<file path="config.mk">
export PLATFORM = sky130hd
export DESIGN_NAME = picosoc_spi_ctrl
export DESIGN_NICKNAME = d
export VERILOG_FILES = /design/src/rtl/picosoc_spi_ctrl.sv
export SDC_FILE = /design/constraint.sdc
export NUM_CORES = 1
export LEC_CHECK = 0
export CAP_MARGIN = 25
export CORE_MARGIN = 1
export CORE_UTILIZATION = 40
export DETAILED_ROUTE_END_ITERATION = 7
export PLACE_DENSITY = 0.71
export SYNTH_ARGS = -nofsm -noshare
export SYNTH_HDL_FRONTEND = slang
export SYNTH_SLANG_ARGS = --single-unit
</file>
<file path="constraint.sdc">
create_clock -name clk -period 3.4 [get_ports clk]
set_input_delay 0.85 -clock clk [delete_from_list [all_inputs] [get_ports clk]]
set_output_delay 0.85 -clock clk [all_outputs]
set_load 0.005 [all_outputs]
</file>
<file path="src/rtl/picosoc_spi_ctrl.sv">
// Memory-mapped SPI master for the PicoSoC iomem bus: programmable SCK divider, CPOL/CPHA modes, NUM_CS chip selects.
// Optional 32-bit word transfers are enabled by defining PICOSOC_SPI_WORD_EN.
module picosoc_spi_ctrl #(
  parameter int          NUM_CS      = 1,
  parameter logic [15:0] DEFAULT_DIV = 16'd4
) (
  input  logic              clk,
  input  logic              reset,
  input  logic              iomem_valid,
  output logic              iomem_ready,
  input  logic [3:0]        iomem_wstrb,
  input  logic [31:0]       iomem_addr,
  input  logic [31:0]       iomem_wdata,
  output logic [31:0]       iomem_rdata,
  output logic              spi_sck,
  output logic              spi_mosi,
  input  logic              spi_miso,
  output logic [NUM_CS-1:0] spi_cs_n
);

  // state | meaning
  // IDLE  | no transfer; SCK parked at cpol, waiting for a DATA write
  // SETUP | CS asserted, one half-period before the first SCK edge
  // SHIFT | 2N half-periods; an SCK edge opens every half-period but the first is SETUP's exit
  // HOLD  | one half-period after the shift phase, then RX is stored and CS released

`ifdef PICOSOC_SPI_WORD_EN
  localparam int W = 32;
`else
  localparam int W = 8;
`endif

  typedef enum logic [1:0] {IDLE, SETUP, SHIFT, HOLD} state_t;
  state_t state, state_nx;

  logic [15:0]  clkdiv;
  logic         cpol, cpha, cs_keep;
  logic [3:0]   cs_sel;
  logic         word_mode;
  logic [15:0]  div_cnt;
  logic [5:0]   hcnt;
  logic [W-1:0] tx_sh, rx_sh, tx_load;
  logic [31:0]  rx_data, rx_word, ctrl_cur, ctrl_new, rdata_mux;
  logic         rx_valid, rx_overrun, cs_active, sck_q, mosi_q, done_d, ready_q;
  logic         tick, hold_exit, sck_edge, sample, busy;
  logic         is_wr, needs_idle, accept;
  logic         data_start, ctrl_wr, data_rd, ovr_clr;
  logic [1:0]   reg_sel;
  logic [5:0]   hcnt_load;
  logic         unused_bits;

`ifdef PICOSOC_SPI_WORD_EN
  logic word_q;
  assign word_mode = word_q;
  always_comb begin
    tx_load = word_q ? iomem_wdata : {iomem_wdata[7:0], 24'h0};
    rx_word = word_q ? rx_sh : {24'h0, rx_sh[7:0]};
  end
`else
  assign word_mode = 1'b0;
  always_comb begin
    tx_load = iomem_wdata[7:0];
    rx_word = {24'h0, rx_sh};
  end
`endif

  assign reg_sel    = iomem_addr[3:2];
  assign is_wr      = |iomem_wstrb;
  assign tick       = (div_cnt == 16'd0);
  assign hold_exit  = (state == HOLD) && tick;
  assign sck_edge   = ((state == SETUP) && tick) || ((state == SHIFT) && tick && (hcnt != 6'd0));
  // Leading edge leaves the idle level; cpha picks whether that edge samples or shifts.
  assign sample     = (sck_q == cpol) ^ cpha;
  assign busy       = (state != IDLE) || done_d;
  assign hcnt_load  = word_mode ? 6'd63 : 6'd15;

  // Transfer-starting and CTRL writes are only acknowledged once the engine is idle.
  assign needs_idle = ((reg_sel == 2'd1) && iomem_wstrb[0]) || ((reg_sel == 2'd0) && is_wr);
  assign accept     = iomem_valid && !ready_q && (!needs_idle || (state == IDLE) || hold_exit);

  assign data_start = ready_q && is_wr && (reg_sel == 2'd1) && iomem_wstrb[0] && (state == IDLE);
  assign ctrl_wr    = ready_q && is_wr && (reg_sel == 2'd0) && (state == IDLE);
  assign data_rd    = ready_q && !is_wr && (reg_sel == 2'd1);
  assign ovr_clr    = ready_q && is_wr && (reg_sel == 2'd2) && iomem_wstrb[0] && iomem_wdata[2];

  assign ctrl_cur = {4'h0, cs_sel, 4'h0, word_mode, cs_keep, cpha, cpol, clkdiv};
  always_comb begin
    ctrl_new = ctrl_cur;
    for (int b = 0; b < 4; b++)
      if (iomem_wstrb[b]) ctrl_new[8*b +: 8] = iomem_wdata[8*b +: 8];
  end

  always_comb begin
    rdata_mux = 32'h0;
    case (reg_sel)
      2'd0:    rdata_mux = ctrl_cur;
      2'd1:    rdata_mux = hold_exit ? rx_word : rx_data;
      2'd2:    rdata_mux = {29'h0, rx_overrun, rx_valid, busy};
      default: rdata_mux = 32'h0;
    endcase
  end

  assign iomem_ready = ready_q;
  assign iomem_rdata = ready_q ? rdata_mux : 32'h0;
  assign spi_sck     = (state == IDLE) ? cpol : sck_q;
  assign spi_mosi    = mosi_q;

  for (genvar i = 0; i < NUM_CS; i++) begin : g_cs
    assign spi_cs_n[i] = !(cs_active && (cs_sel == 4'(i)));
  end

  assign unused_bits = ^{iomem_addr[31:4], iomem_addr[1:0], iomem_wdata, ctrl_new};

  always_ff @(posedge clk or posedge reset) begin
    if (reset) state <= IDLE;
    else       state <= state_nx;
  end

  always_comb begin
    state_nx = state;
    case (state)
      IDLE:    if (data_start) state_nx = SETUP;
      SETUP:   if (tick) state_nx = SHIFT;
      SHIFT:   if (tick && (hcnt == 6'd0)) state_nx = HOLD;
      HOLD:    if (tick) state_nx = IDLE;
      default: state_nx = IDLE;
    endcase
  end

  always_ff @(posedge clk or posedge reset) begin
    if (reset) begin
      clkdiv     <= DEFAULT_DIV;
      cpol       <= 1'b0;
      cpha       <= 1'b0;
      cs_keep    <= 1'b0;
      cs_sel     <= 4'h0;
`ifdef PICOSOC_SPI_WORD_EN
      word_q     <= 1'b0;
`endif
      div_cnt    <= 16'h0;
      hcnt       <= 6'h0;
      tx_sh      <= '0;
      rx_sh      <= '0;
      rx_data    <= 32'h0;
      rx_valid   <= 1'b0;
      rx_overrun <= 1'b0;
      cs_active  <= 1'b0;
      sck_q      <= 1'b0;
      mosi_q     <= 1'b0;
      done_d     <= 1'b0;
      ready_q    <= 1'b0;
    end else begin
      ready_q <= accept;
      done_d  <= hold_exit;

      if (data_start)          div_cnt <= clkdiv;
      else if (state != IDLE)  div_cnt <= tick ? clkdiv : div_cnt - 16'd1;

      if ((state == SETUP) && tick)                          hcnt <= hcnt_load;
      else if ((state == SHIFT) && tick && (hcnt != 6'd0))   hcnt <= hcnt - 6'd1;

      if (data_start) begin
        cs_active <= 1'b1;
        sck_q     <= cpol;
        if (!cpha) begin
          mosi_q <= tx_load[W-1];
          tx_sh  <= {tx_load[W-2:0], 1'b0};
        end else begin
          tx_sh  <= tx_load;
        end
      end else if (sck_edge) begin
        sck_q <= ~sck_q;
        if (sample) begin
          rx_sh <= {rx_sh[W-2:0], spi_miso};
        end else begin
          mosi_q <= tx_sh[W-1];
          tx_sh  <= {tx_sh[W-2:0], 1'b0};
        end
      end

      if (ctrl_wr) begin
        clkdiv  <= ctrl_new[15:0];
        cpol    <= ctrl_new[16];
        cpha    <= ctrl_new[17];
        cs_keep <= ctrl_new[18];
        cs_sel  <= ctrl_new[27:24];
`ifdef PICOSOC_SPI_WORD_EN
        word_q  <= ctrl_new[19];
`endif
        if (!ctrl_new[18] || (ctrl_new[27:24] != cs_sel)) cs_active <= 1'b0;
      end

      // A DATA read landing on the completing cycle consumes the new value.
      if (hold_exit) begin
        rx_data <= rx_word;
        if (!cs_keep) cs_active <= 1'b0;
        if (data_rd) begin
          rx_valid <= 1'b0;
        end else begin
          if (rx_valid) rx_overrun <= 1'b1;
          rx_valid <= 1'b1;
        end
      end else if (data_rd) begin
        rx_valid <= 1'b0;
      end

      if (ovr_clr) rx_overrun <= 1'b0;
    end
  end

endmodule
</file>
**Yosys cells after proc, flatten, opt, wreduce, memory -nomap -nowiden**

Cells that the tools add are included.

- Word-level logic and storage cells: 130
- Flip-flop bits (word level): 102

- Eq/ne operators: 14
- Add/subtract/negate cells: 2
- Bitwise operators: 3
- Muxes and demuxes: 38
- Reduce and logical (&&, ||, !) cells: 54

Operator list:

| operator | count |
|---|---|
| $pmux 32 s3 | 1 |
| $mux 32 | 2 |
| $mux 16 | 3 |
| $mux 8 | 4 |
| $logic_and 1x1->1 | 21 |
| $mux 1 | 19 |
| $logic_not 16->1 | 1 |
| $sub 16x1->16 const B | 1 |
| $reduce_bool 2->1 | 7 |
| $mux 6 | 2 |
| $reduce_and 3->1 | 3 |
| $mux 2 | 4 |
| $ne 2x2->1 const B | 4 |
| $pmux 2 s4 | 1 |
| $reduce_and 2->1 | 4 |
| $eq 2x2->1 const B | 3 |
| $logic_not 6->1 | 1 |
| $logic_or 1x1->1 | 6 |
| $ne 2x1->1 const B | 3 |
| $reduce_bool 6->1 | 1 |
| $sub 6x1->6 const B | 1 |
| $logic_not 1->1 | 5 |
| $eq 2x1->1 const B | 2 |
| $logic_not 2->1 | 2 |
| other kinds (9) | 10 |

**Logic depth before layout (Yosys ltp)**

Gate-level depths: netlist of run 1.

- Depth in word-level cells: 10
- Depth in mapped cells: 9
- Gate-level depth less buffers: 7

**Worst setup path before layout of run 1**

No wires, ideal clock.

- Kind: reg-to-output
- From: register div_cnt[0]
- To: output port iomem_rdata[1]
- Stages on the path, launching flop included: 9
- Data required time: 2.550 ns
- Path buffers: 1
- Data arrival time: 2.288 ns
- Setup slack: 0.262 ns
- Cells stage by stage: dfrtp_1 -> inv_1 -> ha_1 -> or4b_4 -> nor4_4 -> and2_1 -> buf_4 -> mux2_1 -> o2bb2ai_1

- Longest elaborated chain between the ends: 5

RTL lines:

| element | RTL line | RTL |
|---|---|---|
| from (decl) | 40 | `logic [15:0] div_cnt;` |
| from (signal assigned) | 156 | `if (data_start) div_cnt <= clkdiv;` |
| from (signal assigned) | 157 | `else if (state != IDLE) div_cnt <= tick ? clkdiv : div_cnt - 16'd1;` |
| $logic_not 16->1 | 69 | `assign tick = (div_cnt == 16'd0);` |
| $logic_and 1x1->1 | 70 | `assign hold_exit = (state == HOLD) && tick;` |
| $mux 32 | -- |  |
| $pmux 32 s3 | 95 | `case (reg_sel)` |
| $mux 32 | 104 | `assign iomem_rdata = ready_q ? rdata_mux : 32'h0;` |
| to (decl) | 14 | `output logic [31:0] iomem_rdata,` |

Every way passes these cells.

**Final worst setup path of run 1**

Same ends and word-level chain as after synthesis.

==> flow_summary.toml, run 1 <==
[outcome]
status = "finished, violations left"
violations = "DRC, setup timing"

[cts]
clockRootBuffer = "clkbuf_16"
htreeDepth = 3
clockBufferDepth = 2
cts_made_buffers = 9
ctsHoldBuffers = 0
insertion_delay_ns = 0.35
numClockSinks = 102
clk_pin_slew_ns = 0.07
cts_tree = "yes"

[finish]
final_cells = 769
drive_gt1_frac = 0.293
nets = 672
n_antenna_cell = 0
area_growth_pct = 31.0
layout.cells.most_common = "dfrtp_1"
fillCellCount = 1072
mostFrequentLayoutCells = "dfrtp_1, buf_4, clkdlybuf4s50_1"
fin_util = 0.536

[global_route]
grt_pass1_vias = 4351
antenna_found_initial = 0
grt_pass1_wl_microns = 22100
grt_max_degree = 52
overflow = 0
grt_use_total = 0.215

[synth]
ys_top_cells_by_area = "dfrtp_1, mux2_2, and2_1"
synth_largest_area_cell = "dfrtp_1"
synth_fp_nets = 567
ys_ff_latch = 102
synth_edf_count = 0
async_flop_share = 1.00
netlist-cell-type-count = 56
syn_avg_cell_area_sq_um = 10.6
synth_warnings = 0
synth_ff_type = "dfrtp_1"
yosysSeqAreaShare = 0.497
postSynthCellCount = 487
synth_area_sq_um = 5140
yosysTopAreaCellShare = 0.492

[placement]
place_congestion = 0.895
io_buffers = 68
place_inst = 742
dpl_worst_slack_ns = -0.176
hpwl_microns = 9210

[floorplanning]
die_w_microns = 115
die_h_microns = 115
rows = 41
start_util = 0.409
ios = 108
die-area_sq_um = 13300
core-area_sq_um = 12600

[sta]
tns_ns = -1.19
maxSlewHeadroom = 0.535
setup_ws_ns = -0.130
fin_skew_ns = 0.00739
fmax_mhz = 283
hold_violations = 0
setup_viol = 23
min_period_ns = 3.53
rsz0062_at_grt = "yes"
post-route-period-util = 1.04
tightest_slew_ns = 0.691
maxSlewViolCount = 0

[worst_hold_path]
hold_class = "flop to flop"
hold_path_depth = 1

[setup_path]
cp_max_fo = 4
required_ns = 2.55
critPathMaxStageDelay_ns = 0.48
arrival_ns = 2.68
cp-end-kind = "output pin"
crit_path_top_delay_cell = "or4b_4"
cpMostUsedCell = "buf_6"
path_depth = 10
critPathBufInv = 4
cp_top_family = "simple AND/OR/NAND/NOR gates"
r2r_cells = 11
crit_chain = "inv_2 > ha_4 > or4b_4 > buf_6 > nor4_4 > and2_4 > buf_6 > mux2_4 > o2bb2ai_2 > buf_2"
cp-start-kind = "flop"
worstSetupPathType = "flop to output pin"

[route]
via_count = 4196
routed_wl_microns = 13700
ant_nets = 0
dr.pass1.iters = 6
drt_first_iter_violations = 313
viasPerCell = 5.46
drc = 2
avgRoutedWirePerCell_microns = 17.8

[pwr]
vdd_ir_drop_max_mv = 0.266
leakagePower_nw = 3.19
power.density_nw_per_um2 = 351
p_total_mw = 2.36

[job]
cap_violations = 0
==> final cells by class <==
type / instances / area (sq um) / share of cell area
multi-input combinational: 345 / 2600 / 0.386
inverter: 11 / 45.0 / 0.00669
clock buffer: 13 / 250 / 0.0372
tap: 172 / 215 / 0.0320
timing repair buffer: 123 / 1030 / 0.153
clock inverter: 3 / 43.8 / 0.00650
sequential: 102 / 2550 / 0.379
==> sequential cells by signal, indices dropped and copies added (netlist names), 2 cells and up <==
name	count
clkdiv	16
cs_sel	4
div_cnt	16
hcnt	6
rx_data	32
rx_sh	8
state	2
tx_sh	8
==> path summary, 6_finish.rpt <==
check | from | end | slack (ns)
min in group asynchronous | reset | rx_data[30] | 0.95
max in group asynchronous | reset | div_cnt[3] | 1.71
max | div_cnt[0] | iomem_rdata[1] | -0.13
max reg2reg | div_cnt[0] | rx_sh[7] | 0.36
min | rx_data[12] | rx_data[12] | 0.49
min reg2reg | rx_data[12] | rx_data[12] | 0.49
==> power by group <==
group | switching, mW | internal, mW | total (mW) | leakage [nW]
Clock | 0.445 | 0.592 | 1.04 | 0.144
Sequential | 0.00124 | 1.21 | 1.22 | 1.34
Combinational | 0.0590 | 0.0529 | 0.112 | 1.70
Total | 0.505 | 1.86 | 2.36 | 3.19
==> cell usage after synthesis, types with 2 or more instances <==
library cell and n:
ha_1 8, a221o_1 2, and2_1 26, o2bb2ai_1 3, nor4_4 2, and3_1 12
a311oi_1 6, nor3b_1 4, buf_2 2, buf_4 2, o211ai_1 3, nand4_1 12
a211oi_1 10, mux2i_1 12, o21a_1 3, or3_1 3, dfrtp_1 101, nand2b_1 3
nor2_1 28, xor2_1 6, o21ai_0 15, o22ai_1 2, a21oi_1 21, o32ai_1 2
a31oi_1 3, mux2_1 6, clkbuf_1 23, buf_6 3, nand3_1 6, a22oi_1 2
nor4_1 9, inv_1 11, mux2_2 30, or4_4 2, nand2_1 42, a22o_1 15
nor3_1 15, nor2b_1 10, xnor2_1 5
==> timing repair <==
item                       CTS  global route
setup buffers                7             3
resized for setup          146            24
hold endpoints to repair     0             0
setup endpoints to repair   32            32
pin swaps                   19            15
gates cloned                 2             1
==> layer usage <==
layer / global-route usage / vias up / share of wire
li1: - / 1978 / -
met2: 0.361 / 116 / 0.51
met3: 0.0554 / 21 / 0.050
met1: 0.265 / 2081 / 0.42
met4: 0.0831 / 0 / 0.024
met5: 0 / - / 0
==> cells by family after synthesis <==
family	Yosys count	synth area share
multiplexers	48	0.102
buffers and inverters	41	0.0363
AND/OR/NAND/NOR	183	0.199
adder cells (fa/ha/maj)	8	0.0195
AO/OA/AOI/OAI	94	0.127
flip-flops	102	0.497
XOR/XNOR	11	0.0187
==> through the flow <==
step	area, sq um	hold WS (ns)
CTS	6700	0.484
floorplan	5140	0.433
global route	6730	0.502
detailed placement	6270	0.455
finish	6730	0.489
global placement	6270	0.444
(Power assumes the default switching activity.)
==> inputs of run 2 (changes only) <==
CORE_UTILIZATION = 46   (was 40)
PLACE_DENSITY = 0.79   (was 0.71)
==> flow_summary.toml, run 2 (synthesis results as in run 1) <==
[floorplanning]
die_w_microns = 108
rows = 38
die-area_sq_um = 11600
die_h_microns = 108
core-area_sq_um = 10800
start_util = 0.474
ios = 108

[placement]
hpwl_microns = 9320
place_congestion = 0.907
io_buffers = 68
place_inst = 707

[setup_path]
regToRegEndpoint = "rx_sh[6]"
cp-start-kind = "flop"
r2r_cells = 9
cp-end-kind = "output pin"
cp_max_fo = 7
startpoint = "div_cnt[0]"
worstSetupPathType = "flop to output pin"
arrival_ns = 2.63
rr_startpoint = "div_cnt[0]"
r2r_slack_ns = 0.59
required_ns = 2.55

[cts]
numClockSinks = 102
clockBufferDepth = 2
clk_pin_slew_ns = 0.09
cts_tree = "yes"
cts_made_buffers = 9
insertion_delay_ns = 0.37
clockRootBuffer = "clkbuf_8"
ctsHoldBuffers = 0
htreeDepth = 3

[sta]
fmax_mhz = 288
setup_viol = 22
post-route-period-util = 1.02
min_period_ns = 3.48
fin_skew_ns = 0.00773
tns_ns = -1.04
maxSlewViolCount = 0
hold_violations = 0
maxSlewHeadroom = 0.464
rsz0062_at_grt = "yes"
tightest_slew_ns = 0.802
setup_ws_ns = -0.0752

[finish]
mostFrequentLayoutCells = "dfrtp_1, buf_4, clkdlybuf4s50_1"
area_growth_pct = 29.0
largestRegisters = "rx_data (32), clkdiv (16), div_cnt (16)"
drive_gt1_frac = 0.287
layout.cells.most_common = "dfrtp_1"
final_cells = 735
n_antenna_cell = 0
fillCellCount = 844
multiInputGateArea_sq_um = 2540
nets = 670
largest_register_ffs = 32
top_register = "rx_data"
seq_area_sq_um = 2550

[outcome]
status = "finished, violations left"
violations = "setup timing"

[route]
routed_wl_microns = 13600
ant_nets = 0
drc = 0
avgRoutedWirePerCell_microns = 18.5
viasPerCell = 5.78
drt_first_iter_violations = 253
dr.pass1.iters = 5
via_count = 4251

[global_route]
grt_pass1_wl_microns = 21800
grt_pass1_vias = 4402
antenna_found_initial = 0
grt_max_degree = 37
overflow = 0
grt_use_total = 0.244

[job]
cap_violations = 0

[pwr]
power.density_nw_per_um2 = 333
p_total_mw = 2.21
leakagePower_nw = 3.10
vdd_ir_drop_max_mv = 0.262

[worst_hold_path]
min-delay-start = "rx_data[20]"
hold_class = "flop to flop"
hold_end = "rx_data[20]"
hold_path_depth = 1
==> run 2: critical path: stages, from the launching register on <==
cell	delay [ns]
dfrtp_1	0.40
inv_1	0.06
ha_2	0.17
or4b_4	0.50
buf_6	0.14
nor4_4	0.19
and2_4	0.22
nor2b_4	0.06
buf_16	0.14
a22o_1	0.22
buf_2	0.14
==> run 2: area by class of cell <==
cell class	instances	area share
inverters	11	0.00680
flip-flops and latches	102	0.385
well taps	140	0.0264
repair buffers	122	0.162
multi-input cells	344	0.384
clock inverters	5	0.0123
clock buffers	11	0.0228
==> run 2: stage by stage <==
| step | instance area [sq um] | worst slack (ns) | utilization | hold WS (ns) |
|---|---|---|---|---|
| after floorplan | 5140 | 0.262 | - | 0.433 |
| after global placement | 6220 | -0.118 | 0.574 | 0.444 |
| after detailed placement | 6220 | -0.180 | 0.574 | 0.451 |
| after CTS | 6570 | -0.113 | 0.606 | 0.483 |
| after global routing | 6630 | -0.166 | 0.611 | 0.501 |
| final | 6630 | -0.0752 | 0.611 | 0.486 |
==> run 2: report_power, final <==
part	switching (mW)	internal, mW
combinational	0.0604	0.0564
sequential	0.00128	1.21
clock	0.420	0.455
==> run 2: worst max path at each step <==
stage / slack, ns / to
after floorplan: 0.26 / iomem_rdata[1]
after CTS: -0.11 / iomem_rdata[1]
final: -0.08 / iomem_rdata[18]
after detailed placement: -0.18 / iomem_rdata[7]
after global placement: -0.12 / iomem_rdata[1]
after global routing: -0.17 / iomem_rdata[2]
==> run 2: per-layer routing <==
metal	wire, microns	GRT usage	vias to the layer above
met4	554	0.133	0
met2	6570	0.399	162
met3	746	0.0484	42
li1	-	-	1969
met1	5730	0.303	2078
met5	0	0	-
==> run 2: what timing repair did <==
item,CTS,global route
buffers inserted,9,2
cloned,3,0
resized for setup,162,7
setup endpoints to repair,32,32
pin swaps,27,2
==> inputs of run 3 (changes only) <==
CORE_MARGIN = 3   (was 1)
==> flow_summary.toml, run 3 (synthesis results as in run 1) <==
[pwr]
vdd_ir_drop_max_mv = 0.227
p_total_mw = 2.18
power.density_nw_per_um2 = 327
leakagePower_nw = 3.14

[placement]
io_buffers = 68
place_congestion = 0.855
placed_cell_area_sq_um = 6220
hpwl_microns = 9360

[setup_path]
regToRegEndpoint = "rx_sh[0]"
worstSetupPathType = "flop to output pin"
required_ns = 2.55
r2r_slack_ns = 0.58
cp_max_fo = 5
r2r_cells = 9
arrival_ns = 2.63
rr_startpoint = "div_cnt[0]"
cp-start-kind = "flop"
cp-end-kind = "output pin"

[global_route]
grt_pass1_wl_microns = 21900
overflow = 0
grt_use_total = 0.219
grt_pass1_vias = 4363
antenna_found_initial = 0
grt_max_degree = 38

[sta]
fin_skew_ns = 0.0125
tightest_slew_ns = 0.834
min_period_ns = 3.48
rsz0062_at_grt = "yes"
maxSlewHeadroom = 0.443
hold_violations = 0
setup_ws_ns = -0.0777
maxSlewViolCount = 0
tns_ns = -1.06
setup_viol = 20
post-route-period-util = 1.02
fmax_mhz = 288
holdWs_ns = 0.491

[route]
avgRoutedWirePerCell_microns = 18.6
dr.pass1.iters = 6
drc = 0
ant_nets = 0
routed_wl_microns = 13700
drt_first_iter_violations = 276
viasPerCell = 5.80
via_count = 4273

[finish]
largest_register_ffs = 32
final_cell_area_sq_um = 6660
nets = 676
largestRegisters = "rx_data (32), clkdiv (16), div_cnt (16)"
area_growth_pct = 29.7
layout.cells.most_common = "dfrtp_1"
n_antenna_cell = 0
drive_gt1_frac = 0.298
top_register = "rx_data"
mostFrequentLayoutCells = "dfrtp_1, buf_4, nand2_1, clkdlybuf4s50_1, mux2_2"

[cts]
clockRootBuffer = "clkbuf_8"
numClockSinks = 102
cts_tree = "yes"
insertion_delay_ns = 0.38
clk_pin_slew_ns = 0.10
htreeDepth = 3
cts_made_buffers = 9
clockBufferDepth = 2

[floorplanning]
ios = 108
die_h_microns = 112
die_w_microns = 112
rows = 37
start_util = 0.485
die-area_sq_um = 12500
core-area_sq_um = 10600

[worst_hold_path]
min-delay-start = "rx_data[6]"
hold_class = "flop to flop"
hold_path_depth = 2
hold_end = "rx_data[6]"

[job]
cap_violations = 0

[outcome]
status = "finished, violations left"
violations = "setup timing"
[run 3: worst max path at each step]
stage	start	endpoint	slack, ns	cells past startpoint
4_1_cts	div_cnt[13]	iomem_rdata[12]	-0.11	9
6_report	div_cnt[0]	iomem_rdata[7]	-0.08	9
2_1_floorplan	div_cnt[0]	iomem_rdata[1]	0.26	8
5_1_grt	div_cnt[0]	iomem_rdata[2]	-0.16	9
3_3_place_gp	div_cnt[0]	iomem_rdata[1]	-0.11	9
3_5_place_dp	div_cnt[0]	iomem_rdata[7]	-0.18	9
[run 3: timing repair]
| action | in CTS | in global routing |
|---|---|---|
| pin swaps | 16 | 16 |
| hold buffers | 0 | 0 |
| hold endpoints to repair | 0 | 0 |
| gates resized for setup | 152 | 28 |
| buffers inserted | 9 | 5 |
| cloned | 0 | 2 |
| endpoints found under the setup margin | 32 | 32 |
[run 3: layer usage]
layer,vias to the layer above,GRT usage,share of wire
li1,1987,-,-
met4,0,0.109,0.035
met5,-,0,0
met3,40,0.0418,0.058
met2,157,0.363,0.49
met1,2089,0.273,0.42
[run 3: layout make-up]
cell class                 instances  area, sq um
clock buffer                       9          124
clock inverter                     7         98.8
fill                             797         3940
inverter                          11         45.0
multi-input combinational        344         2560
sequential                       102         2550
tap                              136          170
timing repair buffer             128         1110
[run 3: worst max-delay path, cell delays in order, from the launching register on]
cell      delay (ns)
dfrtp_1         0.41
inv_1           0.07
ha_2            0.17
or4b_4          0.49
nor4_4          0.22
and2_4          0.22
buf_6           0.13
nand2_4         0.06
a311oi_4        0.32
buf_2           0.17
[run 3: power by group]
part           internal [mW]  total, mW  switching, mW
registers               1.21       1.21        0.00106
clock network          0.417      0.845          0.429
logic                 0.0575      0.118         0.0608
total                   1.69       2.18          0.491
[run 3: per-stage QoR]
step,setup slack (ns),std cells,util
5_1_grt,-0.163,737,0.628
3_5_place_dp,-0.181,706,0.586
4_1_cts,-0.112,731,0.609
6_report,-0.0777,737,0.628
2_1_floorplan,0.262,487,-
3_3_place_gp,-0.114,706,0.586
